===== src/rtl/render_pkg.sv =====
// Shared types and widths for the frame scheduler and its edit FIFO.
package render_pkg;

    typedef enum logic [1:0] {
        S_IDLE   = 2'd0,
        S_LATCH  = 2'd1,
        S_START  = 2'd2,
        S_RENDER = 2'd3
    } state_t;

    localparam int POS_W   = 17;
    localparam int ANG_W   = 20;
    localparam int BADDR_W = 15;
    localparam int BID_W   = 5;
    localparam int PIX_W   = 20;
    localparam int EDIT_W  = BADDR_W + BID_W;

    function automatic int clog2(input int v);
        int r;
        int x;
        r = 0;
        x = v - 1;
        while (x > 0) begin
            r = r + 1;
            x = x >> 1;
        end
        return r;
    endfunction

endpackage


===== src/rtl/render_sched_edit_fifo.sv =====
// Synchronous FIFO holding block edits until the scheduler is idle.
module edit_fifo
    import render_pkg::*;
#(
    parameter int WIDTH = 20,
    parameter int DEPTH = 8
) (
    input  logic             clk,
    input  logic             rst_n,
    input  logic             push,
    input  logic [WIDTH-1:0] wdata,
    input  logic             pop,
    output logic [WIDTH-1:0] rdata,
    output logic             full,
    output logic             empty
);

    localparam int AW = clog2(DEPTH);

    logic [WIDTH-1:0] mem [DEPTH];
    logic [AW-1:0]    wr_ptr;
    logic [AW-1:0]    rd_ptr;
    logic [AW:0]      count;
    logic             do_push;
    logic             do_pop;

    assign full    = (count == (AW+1)'(DEPTH));
    assign empty   = (count == '0);
    // A full FIFO refuses the push even when a pop frees a slot this cycle.
    assign do_push = push && !full;
    assign do_pop  = pop && !empty;
    assign rdata   = mem[rd_ptr];

    always_ff @(posedge clk) begin
        if (do_push) mem[wr_ptr] <= wdata;
    end

    always_ff @(posedge clk or negedge rst_n) begin
        if (!rst_n) begin
            wr_ptr <= '0;
            rd_ptr <= '0;
            count  <= '0;
        end else begin
            if (do_push) wr_ptr <= wr_ptr + AW'(1);
            if (do_pop)  rd_ptr <= rd_ptr + AW'(1);
            case ({do_push, do_pop})
                2'b10:   count <= count + (AW+1)'(1);
                2'b01:   count <= count - (AW+1)'(1);
                default: count <= count;
            endcase
        end
    end

endmodule


===== src/rtl/render_sched.sv =====
// Frame scheduler: latches pose, starts ppl, tracks pixels and watchdog,
// and applies buffered map edits only between frames.
module render_sched
    import render_pkg::*;
#(
    parameter int H_DISP     = 480,
    parameter int V_DISP     = 272,
    parameter int FIFO_DEPTH = 8,
    parameter int TIMEOUT    = 2000000
) (
    input  logic               clk,
    input  logic               rst_n,
    input  logic               frame_req,
    input  logic [POS_W-1:0]   in_pos_x,
    input  logic [POS_W-1:0]   in_pos_y,
    input  logic [POS_W-1:0]   in_pos_z,
    input  logic [ANG_W-1:0]   in_angle_x,
    input  logic [ANG_W-1:0]   in_angle_y,
    input  logic               ppl_valid,
    input  logic               edit_valid,
    input  logic [BADDR_W-1:0] edit_addr,
    input  logic [BID_W-1:0]   edit_data,
    output logic               edit_ready,
    output logic [POS_W-1:0]   p_pos_x,
    output logic [POS_W-1:0]   p_pos_y,
    output logic [POS_W-1:0]   p_pos_z,
    output logic [ANG_W-1:0]   p_angle_x,
    output logic [ANG_W-1:0]   p_angle_y,
    output logic               ppl_start,
    output logic               write_en,
    output logic [BADDR_W-1:0] write_addr,
    output logic [BID_W-1:0]   write_data,
    output logic               busy,
    output logic               frame_done,
    output logic               overrun,
    output logic               timeout_err
);

    localparam int WD_W = clog2(TIMEOUT + 1);
    localparam logic [PIX_W-1:0] PIX_LAST = PIX_W'(H_DISP * V_DISP - 1);
    localparam logic [WD_W-1:0]  WD_LAST  = WD_W'(TIMEOUT - 1);

    state_t             state;
    logic [PIX_W-1:0]   pix_cnt;
    logic [WD_W-1:0]    wd_cnt;
    logic [EDIT_W-1:0]  fifo_rdata;
    logic               fifo_full;
    logic               fifo_empty;
    logic               fifo_pop;

    // A frame request in IDLE takes priority over draining the edit queue.
    assign fifo_pop   = (state == S_IDLE) && !frame_req && !fifo_empty;
    assign edit_ready = !fifo_full;

    edit_fifo #(.WIDTH(EDIT_W), .DEPTH(FIFO_DEPTH)) u_fifo (
        .clk   (clk),
        .rst_n (rst_n),
        .push  (edit_valid),
        .wdata ({edit_addr, edit_data}),
        .pop   (fifo_pop),
        .rdata (fifo_rdata),
        .full  (fifo_full),
        .empty (fifo_empty)
    );

    always_ff @(posedge clk or negedge rst_n) begin
        if (!rst_n) begin
            state       <= S_IDLE;
            pix_cnt     <= '0;
            wd_cnt      <= '0;
            p_pos_x     <= '0;
            p_pos_y     <= '0;
            p_pos_z     <= '0;
            p_angle_x   <= '0;
            p_angle_y   <= '0;
            ppl_start   <= 1'b0;
            write_en    <= 1'b0;
            write_addr  <= '0;
            write_data  <= '0;
            busy        <= 1'b0;
            frame_done  <= 1'b0;
            overrun     <= 1'b0;
            timeout_err <= 1'b0;
        end else begin
            ppl_start  <= 1'b0;
            frame_done <= 1'b0;
            write_en   <= 1'b0;
            overrun    <= frame_req && (state != S_IDLE);
            case (state)
                S_IDLE: begin
                    if (frame_req) begin
                        state       <= S_LATCH;
                        busy        <= 1'b1;
                        timeout_err <= 1'b0;
                    end else if (!fifo_empty) begin
                        write_en   <= 1'b1;
                        write_addr <= fifo_rdata[EDIT_W-1:BID_W];
                        write_data <= fifo_rdata[BID_W-1:0];
                    end
                end
                S_LATCH: begin
                    p_pos_x   <= in_pos_x;
                    p_pos_y   <= in_pos_y;
                    p_pos_z   <= in_pos_z;
                    p_angle_x <= in_angle_x;
                    p_angle_y <= in_angle_y;
                    ppl_start <= 1'b1;
                    state     <= S_START;
                end
                S_START: begin
                    pix_cnt <= '0;
                    wd_cnt  <= '0;
                    state   <= S_RENDER;
                end
                S_RENDER: begin
                    wd_cnt <= wd_cnt + WD_W'(1);
                    if (ppl_valid) pix_cnt <= pix_cnt + PIX_W'(1);
                    // Completing the last pixel beats a watchdog expiring in the same cycle.
                    if (ppl_valid && pix_cnt == PIX_LAST) begin
                        frame_done <= 1'b1;
                        busy       <= 1'b0;
                        state      <= S_IDLE;
                    end else if (wd_cnt == WD_LAST) begin
                        timeout_err <= 1'b1;
                        busy        <= 1'b0;
                        state       <= S_IDLE;
                    end
                end
                default: state <= S_IDLE;
            endcase
        end
    end

endmodule


===== config.mk =====
export PLATFORM = sky130hd
export DESIGN_NAME = render_sched
export DESIGN_NICKNAME = d
export VERILOG_FILES = /design/src/rtl/render_pkg.sv /design/src/rtl/render_sched_edit_fifo.sv /design/src/rtl/render_sched.sv
export SDC_FILE = /design/constraint.sdc
export NUM_CORES = 1
export LEC_CHECK = 0
export CAP_MARGIN = 20
export CORE_UTILIZATION = 49
export CTS_BUF_LIST = sky130_fd_sc_hd__clkbuf_2
export DETAILED_ROUTE_END_ITERATION = 10
export PLACE_DENSITY = 0.84
export SETUP_SLACK_MARGIN = 0.2
export SYNTH_ARGS = -nofsm -noshare
export SYNTH_HDL_FRONTEND = slang
export SYNTH_SLANG_ARGS = --single-unit
export TNS_END_PERCENT = 5

===== constraint.sdc =====
create_clock -name clk -period 3.3 [get_ports clk]
set_input_delay 0.66 -clock clk [delete_from_list [all_inputs] [get_ports clk]]
set_output_delay 0.66 -clock clk [all_outputs]
set_load 0.03 [all_outputs]

Word-level counts from Yosys, hierarchy flattened:

Memories as Yosys holds them, arrays and structs flattened. A register that Yosys moved wholly into a read port is not among the register bits.
Cells that the tools add are included.

* output and inout port bits: 118
* register bits after elaboration: 150
* word-level logic and storage cells: 84
* RAM bits: 160
* memories kept: 1

Memory list
* u_fifo.mem: depth 8, width 20, read ports 1, clocked after memory_dff 1, wr ports 1, RTL line render_sched_edit_fifo.sv:20 `logic [WIDTH-1:0] mem [DEPTH];`

* eq/ne operators: 13
* mux-type cells: 24
* reduce and logical (&&, ||, !) cells: 21
* add/sub/neg operators: 6
* bitwise gates (word level): 2

Operator list (count)
* one-hot mux 21 bit (2 select lines): 1
* one-hot mux 20 bit (2 select lines): 1
* adder 21 x 1 -> 21 bit, second input constant: 1
* == test 21 bit, second input constant: 1
* adder 20 x 1 -> 20 bit, second input constant: 1
* == test 20 x 17 -> 1 bit, second input constant: 1
* two-way mux 20 bit: 1
* two-way mux 1 bit: 14
* inequality test 2 bit, second input constant: 4
* one-hot mux 2 bit (4 select lines): 1
* one-hot mux 4 bit (2 select lines): 1
* nonzero test 2 bit: 4
* adder 3 x 1 -> 3 bit, second input constant: 2
* == test 2 bit, second input constant: 3
* logical AND 1 bit: 6
* two-way mux 2 bit: 3
* AND reduction 3 bit: 2
* adder 4 x 1 -> 4 bit, second input constant: 1
* == test 2 x 1 -> 1 bit, second input constant: 2
* == test 4 bit, second input constant: 1
* zero test 1 bit: 4
* zero test 4 bit: 1
* one-hot mux 1 bit (2 select lines): 2
* AND reduction 2 bit: 2
* 5 further kinds: 6

Depth between registers and ports, before layout:

* word-level depth: 6
* depth in mapped cells: 12
* depth with buffers taken out: 11

Modules after synthesis:

From an unflattened synthesis, not the netlist that was laid out.

* cell total of the unflattened synthesis: 777
* area, all modules: 13377.8 um2

By module, submodules not included
* edit_fifo: cells each 299, seq. area each 5054.8 um2, instances 1, area an instance 6811.5 um2
* render_sched: cells each 478, seq. area each 4003.8 um2, instances 1, area an instance 6566.3 um2

Worst setup path before layout:

OpenSTA, ideal clock, no wires.

* kind: register to register
* start point: register u_fifo.count[1]
* end point: memory u_fifo.mem[0][0], enable pin
* arrival: 3085 ps
* data required time: 2852 ps
* buffers on the path: 1
* path slack: -233 ps
* cell stages (with the launch flop): 6
* period minus slack after synthesis: 3533 ps
* path through: dfrtp_1 -> clkbuf_1 -> nor3_1 -> nand2_1 -> nand2_1 -> nor4_1

* longest elaborated chain between the ends: 5

Ends and longest elaborated chain
* from (decl): RTL line render_sched_edit_fifo.sv:23 `logic [AW:0] count;`
* from (signal assigned): RTL line render_sched_edit_fifo.sv:47 `2'b10: count <= count + (AW+1)'(1);`
* from (signal assigned): RTL line render_sched_edit_fifo.sv:48 `2'b01: count <= count - (AW+1)'(1);`
* from (signal assigned): RTL line render_sched_edit_fifo.sv:49 `default: count <= count;`
* == test 4 bit: RTL line render_sched_edit_fifo.sv:27 `assign full = (count == (AW+1)'(DEPTH));`
* zero test 1 bit
* named net edit_ready: RTL line render_sched.sv:23 `output logic edit_ready,`
* logical AND 1 bit: RTL line render_sched_edit_fifo.sv:30 `assign do_push = push && !full;`
* two-way mux 1 bit: RTL line render_sched_edit_fifo.sv:35 `if (do_push) mem[wr_ptr] <= wdata;`
* two-way mux 1 bit (implied by the code): RTL line render_sched_edit_fifo.sv:35
* to (decl): RTL line render_sched_edit_fifo.sv:20

The timed path passes the listed nets, and every way through them passes these cells.

Worst setup path in the final report:

* start point: register u_fifo.count[0]
* end point: output port edit_ready

* longest elaborated chain between the ends: 2

Ends and longest elaborated chain
* == test 4 bit: RTL line render_sched_edit_fifo.sv:27
* zero test 1 bit: RTL line render_sched.sv:53 `assign edit_ready = !fifo_full;`
* to (decl): RTL line render_sched.sv:23

Every way passes these cells.

==> impl_metrics.ini <==
[routing]
wl_mm = 27.6
wl_per_cell_um = 18.3
detail-route-antenna-nets = 0
via_per_inst = 5.36
first_pass_iters = 10
via_count = 8047
first_iter_violations = 507
drc = 30

[yosys]
synth_area_leader_cell = edfxtp_1
synth-seq-area-share_pct = 68.9
synth_top_family_by_area = multiplexers
synthesis.nets = 931
synth_mux_area_share_pct = 17.2
yosys_most_used_dff = dfrtp_1
ys_async_sr_fraction_pct = 51.5
synth_edf_count = 160
synth.top_cell.area_share_pct = 36.6
synth_fa_ha_area_share_pct = 1.14
syn_inst = 803
synth_xor_area_share_pct = 2.20
synth_area_um2 = 13100
synth_compound_area_share_pct = 2.83
synth_area_leaders = edfxtp_1 37%, dfrtp_1 32%, mux2_2 8.1%
postSynthAreaPerCell_um2 = 16.4
yosysWarnings = 0
synthSimpleGateAreaFrac_pct = 6.39
synth_seq_cells = 330
synth_cell_types = 47

[cts]
clock-sinks = 330
cts_tree = done
clock_path_buffers = 3
clk_latency_ns = 0.88
post_cts_buffers = 0
postCtsHoldBufs = 1
cts_htree_levels = 3
path_clk_slew_ns = 0.09
cts_resized = 0
cts_made_buffers = 82
root_buffer = clkbuf_2

[min_path]
hold_path.class = primary input to async pin

[placement]
placed_cells = 1354
port-buffer-count = 233
post-place-ws_ns = 0.561
gp_congestion = 0.799
hpwl_mm = 17.8

[worst_setup_path]
cp_cell_sequence = nor3_1 -> nand2_1 -> clkdlybuf4s50_1
startpoint_type = flop
cpMaxStageDelayCell = clkdlybuf4s50_1
crit_path_max_fanout = 6
cp.arrival_ns = 2.22
crit_type = flop to output port
cp.required_ns = 2.64
cp-end-kind = output port
critical_path.max_stage_delay_ns = 0.62
r2r_start = state[1]
crit_start = u_fifo.count[0]

[die]
ioPinCount = 234
core-area_um2 = 26200
die_h_um = 166
die_w_um = 166
rows = 59
initial_core_util_pct = 50.1
fp.dieArea_um2 = 27500

[pwr]
powerDensity_nw_per_um2 = 533
ir_drop_uv = 325
seqPwrFrac_pct = 56.1
comb_power_share_pct = 14.2
p_int_w = 0.00646
switchingPower_w = 0.00247
switching_share_pct = 27.7
leakage_nw = 6.44
pwr-share-clk_pct = 29.8

[layout]
final_util_pct = 63.9
areaGrowthSynthToFinish_pct = 27.5
final_common_cell = clkdlybuf4s50_1
layout.nets = 1232
fillers = 1927
drive_above_1_share_pct = 27.7
mostFrequentLayoutCells = 232 x clkdlybuf4s50_1, 169 x dfrtp_1, 160 x edfxtp_1
instances_no_fill = 1502

[outcome]
violations = design-rule violations
status = finished with violations

[timing]
skew_ns = 0.0658
fmax_mhz = 347
finalSetupViolCount = 0
relSlewSlack_pct = 53.1
tightest_slew_ns = 0.703
fin_tns_setup_ns = 0
period_share_pct = 87.4
slew_viol_final = 0
rsz0062_at_grt = no
finalWorstSetupSlack_ns = 0.417
hold_viol = 0
fin_crit_ns = 2.88

[grt]
gr-usage-all-layers_pct = 20.9
grt_max_degree = 72
grt_pass1_wl_mm = 44.9
antenna_found_initial = 2
grt_pass1_vias = 8586
grt_overflow = 0

[flow_run]
cap_violations = 0
-- synthesized netlist by cell type (4+ instances only) --
| cell | instances |
|---|---|
| ha_1 | 12 |
| nor3_1 | 10 |
| inv_1 | 8 |
| nor2b_1 | 5 |
| dfrtp_1 | 170 |
| xor2_1 | 19 |
| nand4_1 | 10 |
| xnor2_1 | 14 |
| clkbuf_1 | 24 |
| and3_1 | 9 |
| mux2_2 | 94 |
| a21oi_1 | 25 |
| nand2_1 | 27 |
| nor4_1 | 5 |
| nand3_1 | 23 |
| edfxtp_1 | 160 |
| or3_1 | 4 |
| buf_2 | 5 |
| a31o_2 | 9 |
| buf_1 | 7 |
| mux2i_1 | 28 |
| o21ai_0 | 9 |
| nor2_1 | 53 |
| mux4_2 | 40 |
-- registers in the layout (all words and copies together) (netlist names), 4 cells and up --
| name | count |
|---|---|
| p_angle_y | 20 |
| u_fifo.mem | 160 |
| wd_cnt | 21 |
| p_angle_x | 20 |
| p_pos_z | 17 |
| p_pos_y | 17 |
| p_pos_x | 17 |
| u_fifo.count | 4 |
| write_addr | 15 |
| write_data | 5 |
| pix_cnt | 20 |
-- cell type report --
class	count	area [um^2]	area share, %
Clock buffer	127	636	3.79
Multi-Input combinational cell	428	3970	23.7
Sequential cell	330	9060	54.1
Clock inverter	17	106	0.635
Inverter	8	30.0	0.179
Antenna cell	3	7.51	0.0448
Timing Repair Buffer	254	2530	15.1
Tap cell	335	419	2.50
-- logic make-up (layout without fill, tap and decap cells) --
logic type	count (synthesis)	count (layout)
flops	330	330
mux	163	163
buf+inv	45	406
xor+xnor	33	33
other cells	0	3
simple gates	163	163
fa+ha+maj	12	12
compound gates	57	57
-- path summary, 6_finish.rpt --
path                       cells past startpoint         endpoint  slack [ns]
hold reg to reg                                1       wd_cnt[17]        0.48
hold / removal                                 2    write_data[0]        0.38
max in group asynchronous                      3    p_angle_x[10]        2.05
min in group clk                               2     p_angle_x[8]        0.42
setup reg to reg                              11  u_fifo.count[2]        0.91
setup / recovery                               3       edit_ready        0.42
-- per-layer routing --
metal | wire length, um | GRT usage [%] | share of wire (%)
met2 | 14200 | 36.7 | 52
met1 | 10700 | 24.1 | 39
met5 | 0 | 0 | 0
met4 | 761 | 9.79 | 2.8
met3 | 1910 | 5.15 | 6.9
-- per-stage QoR --
step,area (um^2),hold WS [ns],power [W]
after floorplan,13100,0.364,0.00572
after global placement,16000,0.468,0.00632
after detailed placement,16000,0.475,0.00638
after CTS,16700,0.334,0.00907
after global routing,16800,0.330,0.00940
final,16800,0.383,0.00892
-- power by group through the flow --
stage | Clock, W | Combinational (W) | Sequential [W]
2_1_floorplan | 0 | 0.000561 | 0.00516
3_3_place_gp | 0 | 0.00125 | 0.00506
3_5_place_dp | 0 | 0.00128 | 0.00509
4_1_cts | 0.00278 | 0.00129 | 0.00501
5_1_grt | 0.00299 | 0.00137 | 0.00505
6_report | 0.00266 | 0.00126 | 0.00500
-- critical path: cells and delay by family (launching register included) --
kind / cells / cell delay, ns
buf+inv: 1 / 0.62
flops: 1 / 0.46
simple gates: 2 / 0.33
(Power assumes the default switching activity.)
